## src/rtl/rs_pkg.sv

```systemverilog
// Shared GF(2^8) constants, arithmetic helpers and FSM type
// for the Reed-Solomon LFSR encoder.
package rs_pkg;

  localparam logic [8:0] GF_POLY = 9'h11D;
  localparam int NPAR_MAX = 32;

  typedef enum logic [1:0] {
    S_IDLE,
    S_DATA,
    S_PARITY
  } rs_state_e;

  function automatic logic [7:0] gf_xtime(
    input logic [7:0] a
  );
    logic [7:0] r;
    r = {a[6:0], 1'b0};
    if (a[7]) r = r ^ GF_POLY[7:0];
    return r;
  endfunction

  function automatic logic [7:0] gf_mul(
    input logic [7:0] a,
    input logic [7:0] b
  );
    logic [7:0] p;
    logic [7:0] x;
    p = 8'h00;
    x = a;
    for (int k = 0; k < 8; k++) begin
      if (b[k]) p = p ^ x;
      x = gf_xtime(x);
    end
    return p;
  endfunction

  // g(x) = prod (x + a^i), i = 0..npar-1; returns the x^idx term.
  function automatic logic [7:0] gen_coef(
    input int npar,
    input int idx
  );
    logic [7:0] c [0:NPAR_MAX];
    logic [7:0] r;
    for (int j = 0; j <= NPAR_MAX; j++) c[j] = 8'h00;
    c[0] = 8'h01;
    r    = 8'h01;
    for (int i = 0; i < NPAR_MAX; i++) begin
      if (i < npar) begin
        for (int j = NPAR_MAX; j >= 1; j--)
          c[j] = c[j-1] ^ gf_mul(c[j], r);
        c[0] = gf_mul(c[0], r);
        r    = gf_xtime(r);
      end
    end
    return c[idx];
  endfunction

endpackage

```

## src/rtl/gf_cmul.sv

```systemverilog
// Combinational GF(2^8) multiply of an operand by constant C;
// the constant folds the partial products down to an XOR tree.
module gf_cmul
  import rs_pkg::*;
#(
  parameter logic [7:0] C = 8'h01
) (
  input  logic [7:0] a,
  output logic [7:0] y
);

  logic [7:0] acc;
  logic [7:0] shf;

  always_comb begin
    acc = 8'h00;
    shf = a;
    for (int j = 0; j < 8; j++) begin
      if (C[j]) acc = acc ^ shf;
      shf = gf_xtime(shf);
    end
    y = acc;
  end

endmodule

```

## src/rtl/rs_enc_lfsr.sv

```systemverilog
// Systematic RS(K+NPAR,K) encoder over GF(2^8), valid/ready both sides.
// Define RS_SHORT_EN for the per-frame shortened length port k_len.
module rs_enc_lfsr
  import rs_pkg::*;
#(
  parameter int NPAR = 16,
  parameter int K    = 239
) (
  input  logic       clk,
  input  logic       rst,
  input  logic       in_valid,
  output logic       in_ready,
  input  logic [7:0] in_data,
`ifdef RS_SHORT_EN
  input  logic [7:0] k_len,
`endif
  output logic       out_valid,
  input  logic       out_ready,
  output logic [7:0] out_data,
  output logic       out_sop,
  output logic       out_last,
  output logic       out_par
);

  localparam logic [7:0] K8    = 8'(K);
  localparam logic [7:0] NPAR8 = 8'(NPAR);

  rs_state_e  state_q, state_d;
  logic [7:0] par_q [NPAR];
  logic [7:0] par_d [NPAR];
  logic [7:0] fbm   [NPAR];
  logic [7:0] cnt_q, cnt_d;
  logic [7:0] klen_q, klen_d;

  logic       ov_q, ov_d;
  logic [7:0] od_q, od_d;
  logic       sop_q, sop_d;
  logic       last_q, last_d;
  logic       pf_q, pf_d;

  logic [7:0] fb;
  logic [7:0] klen_in;
  logic [7:0] klen_cur;
  logic       slot_free;
  logic       in_acc;

`ifdef RS_SHORT_EN
  assign klen_in = (k_len == 8'd0 || k_len > K8) ? K8 : k_len;
`else
  assign klen_in = K8;
`endif

  assign klen_cur  = (state_q == S_IDLE) ? klen_in : klen_q;
  assign slot_free = !ov_q || out_ready;
  assign in_ready  = !rst && slot_free && (state_q != S_PARITY);
  assign in_acc    = in_valid && in_ready;
  assign fb        = in_data ^ par_q[NPAR-1];

  for (genvar i = 0; i < NPAR; i++) begin : g_tap
    gf_cmul #(
      .C (gen_coef(NPAR, i))
    ) u_cmul (
      .a (fb),
      .y (fbm[i])
    );
  end

  always_comb begin
    state_d = state_q;
    par_d   = par_q;
    cnt_d   = cnt_q;
    klen_d  = klen_q;
    ov_d    = ov_q;
    od_d    = od_q;
    sop_d   = sop_q;
    last_d  = last_q;
    pf_d    = pf_q;
    if (slot_free) begin
      ov_d   = 1'b0;
      sop_d  = 1'b0;
      last_d = 1'b0;
      pf_d   = 1'b0;
      unique case (1'b1)
        in_acc: begin
          ov_d  = 1'b1;
          od_d  = in_data;
          sop_d = (state_q == S_IDLE);
          par_d[0] = fbm[0];
          for (int i = 1; i < NPAR; i++)
            par_d[i] = par_q[i-1] ^ fbm[i];
          cnt_d = cnt_q + 8'd1;
          if (state_q == S_IDLE) klen_d = klen_in;
          if (cnt_q + 8'd1 == klen_cur) state_d = S_PARITY;
          else                          state_d = S_DATA;
        end
        (state_q == S_PARITY): begin
          ov_d = 1'b1;
          od_d = par_q[NPAR-1];
          pf_d = 1'b1;
          par_d[0] = 8'h00;
          for (int i = 1; i < NPAR; i++)
            par_d[i] = par_q[i-1];
          // counter runs on through parity; frame ends at klen+NPAR-1
          if (cnt_q == klen_q + NPAR8 - 8'd1) begin
            last_d  = 1'b1;
            cnt_d   = 8'd0;
            state_d = S_IDLE;
          end else begin
            cnt_d = cnt_q + 8'd1;
          end
        end
        default: ;
      endcase
    end
  end

  always_ff @(posedge clk or posedge rst) begin
    if (rst) begin
      state_q <= S_IDLE;
      for (int i = 0; i < NPAR; i++) par_q[i] <= 8'h00;
      cnt_q  <= 8'd0;
      klen_q <= K8;
      ov_q   <= 1'b0;
      od_q   <= 8'h00;
      sop_q  <= 1'b0;
      last_q <= 1'b0;
      pf_q   <= 1'b0;
    end else begin
      state_q <= state_d;
      par_q   <= par_d;
      cnt_q   <= cnt_d;
      klen_q  <= klen_d;
      ov_q    <= ov_d;
      od_q    <= od_d;
      sop_q   <= sop_d;
      last_q  <= last_d;
      pf_q    <= pf_d;
    end
  end

  assign out_valid = ov_q;
  assign out_data  = od_q;
  assign out_sop   = sop_q;
  assign out_last  = last_q;
  assign out_par   = pf_q;

endmodule

```

## config.mk

```make
export PLATFORM = sky130hd
export DESIGN_NAME = rs_enc_lfsr
export DESIGN_NICKNAME = d
export VERILOG_FILES = /design/src/rtl/rs_pkg.sv /design/src/rtl/gf_cmul.sv /design/src/rtl/rs_enc_lfsr.sv
export SDC_FILE = /design/constraint.sdc
export NUM_CORES = 1
export LEC_CHECK = 0
export ABC_AREA = 0
export BUFFER_PORTS_ARGS = -buffer_cell sky130_fd_sc_hd__buf_4
export CORE_ASPECT_RATIO = 0.75
export CORE_MARGIN = 1.5
export CORE_UTILIZATION = 55
export CTS_BUF_LIST = sky130_fd_sc_hd__clkbuf_4 sky130_fd_sc_hd__clkbuf_8 sky130_fd_sc_hd__clkbuf_16
export CTS_CLUSTER_DIAMETER = 40
export DETAILED_ROUTE_END_ITERATION = 6
export HOLD_SLACK_MARGIN = 0.05
export PLACE_DENSITY = 0.74
export SYNTH_ARGS = -nofsm -noshare
export SYNTH_HDL_FRONTEND = slang
export SYNTH_SLANG_ARGS = --single-unit
```

## constraint.sdc

```tcl
create_clock -name clk -period 12.2 [get_ports clk]
set_input_delay 0.61 -clock clk [delete_from_list [all_inputs] [get_ports clk]]
set_output_delay 0.61 -clock clk [all_outputs]
set_load 0.1 [all_outputs]
```

# Yosys cells after proc, flatten, opt, wreduce, memory -nomap -nowiden

Index checks and enable logic that the tools add are counted.

Register bits after elaboration: 158
Input port bits: 12
Output and inout port bits: 13
Logic and storage cells: 118

$add $sub $neg: 3
Eq/ne operators: 5
Multiplexer cells: 20
Bitwise operators: 54
Reductions and logical operators: 12

Operators with widths:

| operator            | number |
|---|---|
| $xor 8x8->8         | 47 |
| $pmux 128 s2        | 1 |
| $mux 5              | 7 |
| $pmux 8 s2          | 2 |
| $not 4->4           | 7 |
| $eq 8x8->1          | 2 |
| $mux 8              | 2 |
| $add 8x1->8 const B | 1 |
| $add 8x5->8 const B | 1 |
| $sub 8x1->8 const B | 1 |
| $mux 1              | 5 |
| $mux 2              | 2 |
| $pmux 2 s2          | 1 |
| $reduce_and 2->1    | 2 |
| $logic_and 1x1->1   | 3 |
| $reduce_and 3->1    | 1 |
| $eq 2x2->1 const B  | 1 |
| $logic_not 1->1     | 2 |
| $logic_not 2->1     | 1 |
| $ne 2x1->1 const B  | 1 |
| $ne 2x2->1 const B  | 1 |
| $reduce_bool 2->1   | 1 |
| $reduce_or 2->1     | 1 |
| $logic_or 1x1->1    | 1 |

# Depth between registers and ports, before layout

Gate-level depths: netlist (run 1).

Word-level depth: 18
Depth in mapped cells: 8
Mapped depth without buffers: 8

# By module

A second synthesis (run 1) with hierarchy kept.

Cells, all modules: 1111
Area, all modules: 10822.9 um2

By module, submodules not included:

| module                         | instances | cells each | area an instance (um2) | seq. area each (um2) |
|---|---|---|---|---|
| rs_enc_lfsr                    | 1         | 874        | 7916.3                 | 3962.6 |
| gf_cmul at g_tap[0].u_cmul ... | 2         | 13         | 188.9                  | 0.0 |
| gf_cmul at g_tap[4].u_cmul     | 1         | 18         | 292.8                  | 0.0 |
| gf_cmul at g_tap[10].u_cmul    | 1         | 17         | 261.5                  | 0.0 |
| gf_cmul at g_tap[12].u_cmul    | 1         | 16         | 214.0                  | 0.0 |
| gf_cmul at g_tap[7].u_cmul     | 1         | 14         | 210.2                  | 0.0 |
| gf_cmul at g_tap[3].u_cmul     | 1         | 15         | 202.7                  | 0.0 |
| gf_cmul at g_tap[13].u_cmul    | 1         | 18         | 186.4                  | 0.0 |
| gf_cmul at g_tap[1].u_cmul     | 1         | 14         | 186.4                  | 0.0 |
| gf_cmul at g_tap[14].u_cmul    | 1         | 17         | 180.2                  | 0.0 |
| gf_cmul at g_tap[9].u_cmul     | 1         | 17         | 177.7                  | 0.0 |
| gf_cmul at g_tap[11].u_cmul    | 1         | 14         | 138.9                  | 0.0 |
| gf_cmul at g_tap[5].u_cmul     | 1         | 15         | 138.9                  | 0.0 |
| gf_cmul at g_tap[2].u_cmul     | 1         | 12         | 132.6                  | 0.0 |
| 2 more rows                    | n/a       | n/a        | n/a                    | n/a |

# Least setup slack after synthesis (run 1)

No wires, ideal clock.

Kind: input to register
Start: in rst
End: reg od_q[5], in the netlist out_data[5]
Library setup time: 0.142 ns
Arrival time: 5.755 ns
Required time: 12.058 ns
Slack: 6.303 ns
Stages: 6
Path buffers: 2
Cell sequence: inv_1 -> nand4_1 -> o21ai_1 -> clkbuf_1 -> clkbuf_1 -> a31oi_1

Longest elaborated chain between the ends: 6
Elaborated cells on any way between the ends: 7
Classes of those cells: mux: 1; reduce/logical: 6

RTL lines:

| element                            | RTL line           | RTL |
|---|---|---|
| start, declared                    | rs_enc_lfsr.sv:10  | `input logic rst,` |
| $logic_not 1->1 (no source line) * | n/a                |  |
| $logic_and 1x1->1 * (2 in series)  | rs_enc_lfsr.sv:55  | `assign in_ready = !rst && slot_free && (state_q != S_PARITY);` |
| $logic_and 1x1->1 *                | rs_enc_lfsr.sv:56  | `assign in_acc = in_valid && in_ready;` |
| $reduce_bool 2->1 (no source line) | n/a                |  |
| $reduce_and 2->1 (no source line)  | n/a                |  |
| end signal, assigned               | rs_enc_lfsr.sv:124 | `od_q <= 8'h00;` |
| end signal, assigned               | rs_enc_lfsr.sv:134 | `od_q <= od_d;` |
| end, declared                      | rs_enc_lfsr.sv:36  | `logic [7:0] od_q, od_d;` |

Mark *: on every way between the ends. The rest lies on a longest branch, timed or not.
A chain may end at the register's enable or synchronous reset.

# Worst setup path after layout (run 1)

Start: reg state_q[0]
End: reg par_q[127] (netlist bit)

Longest elaborated chain between the ends: 5
Elaborated cells on any way between the ends: 7
Classes of those cells: eq/ne: 2; mux: 1; reduce/logical: 4

RTL lines:

| element                            | RTL line           | RTL |
|---|---|---|
| start, declared                    | rs_enc_lfsr.sv:28  | `rs_state_e state_q, state_d;` |
| start signal, assigned             | rs_enc_lfsr.sv:129 | `state_q <= state_d;` |
| $ne 2x2->1                         | rs_enc_lfsr.sv:55  |  |
| $logic_and 1x1->1                  | rs_enc_lfsr.sv:55  |  |
| $logic_and 1x1->1                  | rs_enc_lfsr.sv:56  |  |
| $reduce_bool 2->1 (no source line) | n/a                |  |
| $reduce_and 2->1 (no source line)  | n/a                |  |
| end signal, assigned               | rs_enc_lfsr.sv:130 | `par_q <= par_d;` |
| end, declared                      | rs_enc_lfsr.sv:29  | `logic [7:0] par_q [NPAR];` |

Parallel ways exist; a longest one is shown, timed or not.

==> summary.md, run 1 <==
| Metric | Value |
|---|---|
| Slowest Stage Delay on Critical Path | 0.86 ns |
| Sequential-to-total area share from yosys stat | 0.4121 |
| Vias | about 6700 |
| Most frequent cells in the layout | nor2_1, dfrtp_1, xnor2_1, nand2_1, a21oi_1 |
| Non-filler instance count after layout | 1228 |
| Slew Viols, Final | 0 |
| WL/cell | between 15 and 20 um |
| Reg2Reg Depth | 6 |
| Minimum hold slack | 0.3385 ns |
| Initial antenna violation count | 0 |
| Post-synthesis instance total | 984 |
| Clock Path Buffers | 2 |
| Crit path capture type | register |
| Overall Global Routing Usage | 0.2595 |
| Vias in the first global route | 6469 |
| Final setup viols | 0 |
| Crit Path Class | register to register |
| Grt met1 use | 0.3929 |
| Most common cell after layout, fill and taps aside | nor2_1 |
| Setup crit end | par_q[127] |
| Std-Cell Core Area | 16980 sq um |
| Die Wd | around 160 um |
| Number of diodes | 0 |
| Cts repair resizes | 0 |
| Worst r2r dst | par_q[127] |
| Met2 Resource Use GR | 0.3566 |
| Layer with the highest usage | met1 |
| Post-Syn Area | 9615 sq um |
| Critical Path RT | around 13 ns |
| RSZ-0062 raised after global routing | no |
| TritonCTS clock tree | built |
| F_max | roughly 0.26 GHz |
| Synth-to-Final Area Change | 9.356% |
| DIE AREA | between 15000 and 20000 sq um |
| #FFs+latches synth | approximately 160 |
| Min-delay worst type | primary input to asynchronous set/reset pin |
| Met3 usage | 0.07585 |
| DRT antenna net count | 0 |
| Post-DR vias/cell | approximately 5.5 |
| CTS buffer count | 17 |
| Post-synth ARST share | 1.000 |
| # nets final | 993 |
| Slew HR | 0.2210 |
| Crit path launch | state_q[0] |
| Root Buffer Master | clkbuf_16 |
| Routability cong. | 0.8374 |
| Synthesis warning total | 0 |
| Worst-Margin Slew | 1.163 ns |
| Minimum clock period | about 3.9 ns |
| CP max stage cell | buf_4 |
| Worst path cell trace | nand2b_2 > nand4_1 > o21ai_4 > buf_4 > buf_4 > mux2_2 |
| Final period util | 0.3171 |
| Reg2reg setup slack | between 8 and 9 ns |
| CP Data Arrival Time | 4.20 ns |
| Largest net degree at the start of global routing | about 110 |
| Critical Path Start Type | register |
| Worst skew pair latency | 0.45 ns |
| Synth Net Count | 998 |
| Initial DRC Count | 587 |
| Yosys cell types | 62 |
| Row count | 41 |
| Maximum fanout along the worst path | ~100 |
| Clock transition at path regs | 0.07 ns |
| Post-synth EDFFs | 0 |
| Post CTS Setup Buffer Count | 0 |
| Most used DFF post-synth | dfrtp_1 |
| Max H-tree Level | 4 |
| Syn Area/Cell | 9.772 sq um |
| Drt first pass iters | 5 |
| Final Skew | between 0.01 and 0.015 ns |
| Fin area | about 11000 sq um |
| First-pass GRT wire length | around 36000 um |
| Status | finished clean |
| Placed Instance Area | roughly 10000 sq um |
| Max Cap Viol | 0 |
| Hold Vio Cnt, Final | 0 |
| DRC | 0 |
| Initial core utilization | 0.5663 |
| Ports | 25 |
| Total grt overflow | 0 |
| # placed instances | 1196 |
| HPWL after DPL | 14260 um |
| Total Wirelength | 21860 um |
| Top cell by count, worst path | buf_4 |
| Clock sink count | 158 |
| CTS Hold Bufs | 0 |
| Share of post-route cells with drive strength above 1 | 0.1089 |
| R2R Path Start | state_q[0] |
| Port Buf Inserts | 24 |
| Setup TNS | 0 ns |
| Die Height | 117.5 um |
## cell usage after synthesis, types with 3 or more instances
cell	instances	area, sq um
o211ai_1	3	22.52
a31oi_1	10	62.56
buf_4	6	45.04
or3_1	7	43.79
nand2b_1	9	56.30
inv_1	10	37.54
nor2_1	160	600.6
a21oi_1	81	405.4
nand2_1	114	427.9
dfstp_2	7	183.9
xnor2_4	5	137.6
nand3_1	11	55.05
o21ai_0	42	210.2
xor2_1	67	586.8
clkbuf_1	34	127.6
a21o_1	6	45.04
nand4_1	5	31.28
buf_1	11	41.29
xnor3_1	36	810.8
o21a_1	3	22.52
xnor2_1	124	1086
nand3b_1	4	30.03
o21ai_1	5	25.02
nor2b_1	3	18.77
dfrtp_1	151	3779
a22o_1	4	35.03
nor3_1	5	25.02
a211oi_1	3	22.52
xnor2_2	11	178.9
buf_2	5	25.02
## worst max-delay path, delay by kind of cell (launching register included)
kind / cells / cell delay [ns]
flip-flops: 1 / 0.43
AO/OA/AOI/OAI: 1 / 0.14
AND/OR/NAND/NOR: 2 / 1.24
multiplexers: 1 / 0.42
buffers and inverters: 2 / 1.45
## worst min-delay path by stage
stage	from	endpoint	slack, ns	cells past startpoint
global route	rst	par_q[41]	0.41	2
finish	rst	out_data[1]	0.34	2
detailed placement	out_sop	out_sop	0.47	2
global placement	out_last	out_last	0.46	1
floorplan	par_q[120]	par_q[120]	0.47	2
CTS	rst	par_q[73]	0.36	2
## per-layer routing
| layer | vias up | share of wire |
|---|---|---|
| li1 | 3239 | - |
| met1 | 3252 | 0.49 |
| met2 | 207 | 0.42 |
| met3 | 30 | 0.075 |
| met4 | 0 | 0.016 |
| met5 | - | 0 |
## through the flow
stage / util / setup WS (ns)
6_report: 0.6193 / 8.332
5_1_grt: 0.6193 / 8.048
4_1_cts: 0.6193 / 8.337
3_5_place_dp: 0.5868 / 8.216
3_3_place_gp: 0.5868 / 8.260
2_1_floorplan: - / 6.303
## kinds of logic after synthesis
logic type / Yosys count / share of synthesized area
compound gates: 173 / 0.1055
xor+xnor: 247 / 0.2999
fa+ha+maj: 2 / 0.002602
buf+inv: 68 / 0.03110
flops: 158 / 0.4121
mux: 2 / 0.002212
simple gates: 334 / 0.1465
## area by class of cell
type,instances,area [sq um]
flip-flops and latches,158,3963
clock inverters,15,125.1
fillers,1427,6465
repair buffers,34,255.2
inverters,10,42.54
clock buffers,17,425.4
multi-input cells,758,5409
well taps,236,295.3
## registers in the layout, summed over array words and instances, names as in the netlist, 2 cells and up
signal    cells
par_q       128
klen_q        8
state_q       2
out_data      8
cnt_q         8
Power of run 1 is not shown: default switching activity piles up to over one toggle a cycle in this logic, so the estimate is an artifact.
==> run 2, diff against run 1 <==
Clock period 12.2 ns to 3.64 ns, I/O delays scaled along.
==> run 2 against run 1 <==
Worst hold slack lost 0.33 ns. Die area unchanged. Clock skew grew 0.00065 ns. Cell count increased by 1.2%. First-iteration DRC count grew 4.8%. Utilization grew 2.0 points. Non-clock buffer count rose by 15. Wire length grew 2.1%. Fmax rose by 32%. Largest cell class unchanged. Highest routed layer unchanged.
==> summary.md, run 2 (synthesis results as in run 1) <==
| Metric | Value |
|---|---|
| Status | finished clean |
| Max Cap Viol | 0 |
| Critical Path RT | ~4 ns |
| Slew HR | 0.3612 |
| Minimum hold slack | 0.004300 ns |
| Drt first pass iters | 5 |
| Initial DRC Count | roughly 620 |
| Clock transition at path regs | 0.07 ns |
| Routability cong. | 0.8376 |
| Die Wd | 155.7 um |
| Crit path launch | klen_q[0] |
| Min-delay worst type | primary input to asynchronous set/reset pin |
| Critical Path Start Type | register |
| Die Height | 117.5 um |
| Vias | between 6000 and 7000 |
| Reg2reg setup slack | 0.70 ns |
| # nets final | 1008 |
| DRC | 0 |
| Total Wirelength | 22330 um |
| Ports | 25 |
| WL/cell | approximately 18 um |
| CP Data Arrival Time | 3.22 ns |
| Reg2Reg Depth | 8 |
| Port Buf Inserts | 24 |
| CTS buffer count | 17 |
| Crit path capture type | register |
| Worst r2r dst | cnt_q[4] |
| CP max stage cell | a2111oi_4 |
| Std-Cell Core Area | 16980 sq um |
| Setup crit end | cnt_q[4] |
| Slowest Stage Delay on Critical Path | 0.63 ns |
| Worst-Margin Slew | 0.9513 ns |
| First-pass GRT wire length | roughly 37000 um |
| RSZ-0062 raised after global routing | no |
| Register with the most flip-flops | par_q |
| Slew Viols, Final | 0 |
| Root Buffer Master | clkbuf_16 |
| Most frequent cells in the layout | nor2_1, dfrtp_1, xnor2_1, nand2_1, xor2_1 |
| TritonCTS clock tree | built |
| Overall Global Routing Usage | 0.2639 |
| Worst path cell trace | inv_1 > ha_1 > or3b_1 > a2111oi_0 > nor4_1 > a2111oi_4 > or4_1 > o221ai_1 |
| DRT antenna net count | 0 |
| Dpl ws | around 0.7 ns |
| Hold Vio Cnt, Final | 0 |
| Vias in the first global route | slightly below 7000 |
| Final period util | 0.8070 |
| Largest net degree at the start of global routing | 159 |
| Row count | 41 |
| Maximum fanout along the worst path | 10 |
| Clock sink count | 158 |
| Final Skew | 0.01219 ns |
| Post-DR vias/cell | 5.479 |
| Final setup viols | 0 |
| Crit path depth | 8 |
| Initial core utilization | 0.5663 |
| Max H-tree Level | 4 |
| Most common cell after layout, fill and taps aside | nor2_1 |
| Post CTS Setup Buffer Count | 0 |
| Fin worst setup slack | approximately 0.7 ns |
| Crit Path Class | register to register |
| DIE AREA | 18290 sq um |
| Initial antenna violation count | 1 |
| Largest register FFs | 128 |
| # fillers | between 1000 and 1500 |
| F_max | 0.3404 GHz |
| Minimum clock period | roughly 2.9 ns |
| CP bufs+invs | 1 |
| HPWL after DPL | 14950 um |
| Worst skew pair latency | 0.43 ns |
| R2R Path Start | klen_q[0] |
| Worst path top cell family by delay | compound AO/OA/AOI/OAI gates |
| Share of post-route cells with drive strength above 1 | 0.1571 |
| Total grt overflow | 0 |
| Clock Path Buffers | 2 |
| Synth-to-Final Area Change | 12.82% |
-- run 2: changes by cell type in the layout (fill, tap and decap cells not counted), sizes merged --
cell | before | now
bufinv | 0 | 2
clkinvlp | 4 | 2
buf | 34 | 46
inv | 19 | 11
clkinv | 2 | 8
diode | 0 | 1
clkbuf | 17 | 18
dlygate4sd3 | 0 | 3
-- run 2: worst min path at each step --
stage,slack (ns),endpoint,startpoint
final,0.004,par_q[94],rst
after global routing,0.07,out_data[7],in_data[7]
after CTS,0.06,out_data[7],in_data[7]
after detailed placement,0.48,out_data[4],in_data[4]
after global placement,0.48,out_data[4],in_data[4]
after floorplan,0.33,out_data[0],in_data[0]
-- run 2: final cells by class --
type / instances / area (sq um) / share of cell area
diodes: 1 / 2.502 / 0.0002307
repair buffers: 49 / 412.9 / 0.03806
multi-input cells: 758 / 5554 / 0.5120
clock buffers: 18 / 439.2 / 0.04048
well taps: 236 / 295.3 / 0.02722
clock inverters: 13 / 140.1 / 0.01292
flip-flops and latches: 158 / 3963 / 0.3653
inverters: 10 / 41.29 / 0.003806
-- run 2: worst reg2reg max path: stages, from the launching register on --
cell and delay, ns:
dfstp_2 0.59, inv_1 0.09, ha_1 0.24, or3b_1 0.35, a2111oi_0 0.42, nor4_1 0.16, a2111oi_4 0.63, or4_1 0.21
o221ai_1 0.10
-- run 2: per-stage QoR --
step	TNS, ns	cells	utilization	instance area [sq um]
6_report	0	1243	0.6389	10850
5_1_grt	0	1242	0.6387	10850
4_1_cts	0	1242	0.6387	10850
3_5_place_dp	0	1208	0.6028	10240
3_3_place_gp	0	1208	0.6028	10240
2_1_floorplan	-26.46	984	-	9965
-- run 2: what timing repair did --
action	in CTS	in global routing
endpoints found under the setup margin	0	0
resized for setup	0	0
hold endpoints to repair	3	0
hold buffers	3	0
-- run 2: layer usage --
layer	global-route usage	vias to the layer above	part of all wire
met2	0.3853	182	0.45
met4	0.07917	0	0.013
li1	-	3264	-
met5	0	-	0
met1	0.3889	3341	0.47
met3	0.06517	24	0.070
Power of run 2 is left out for the same reason.
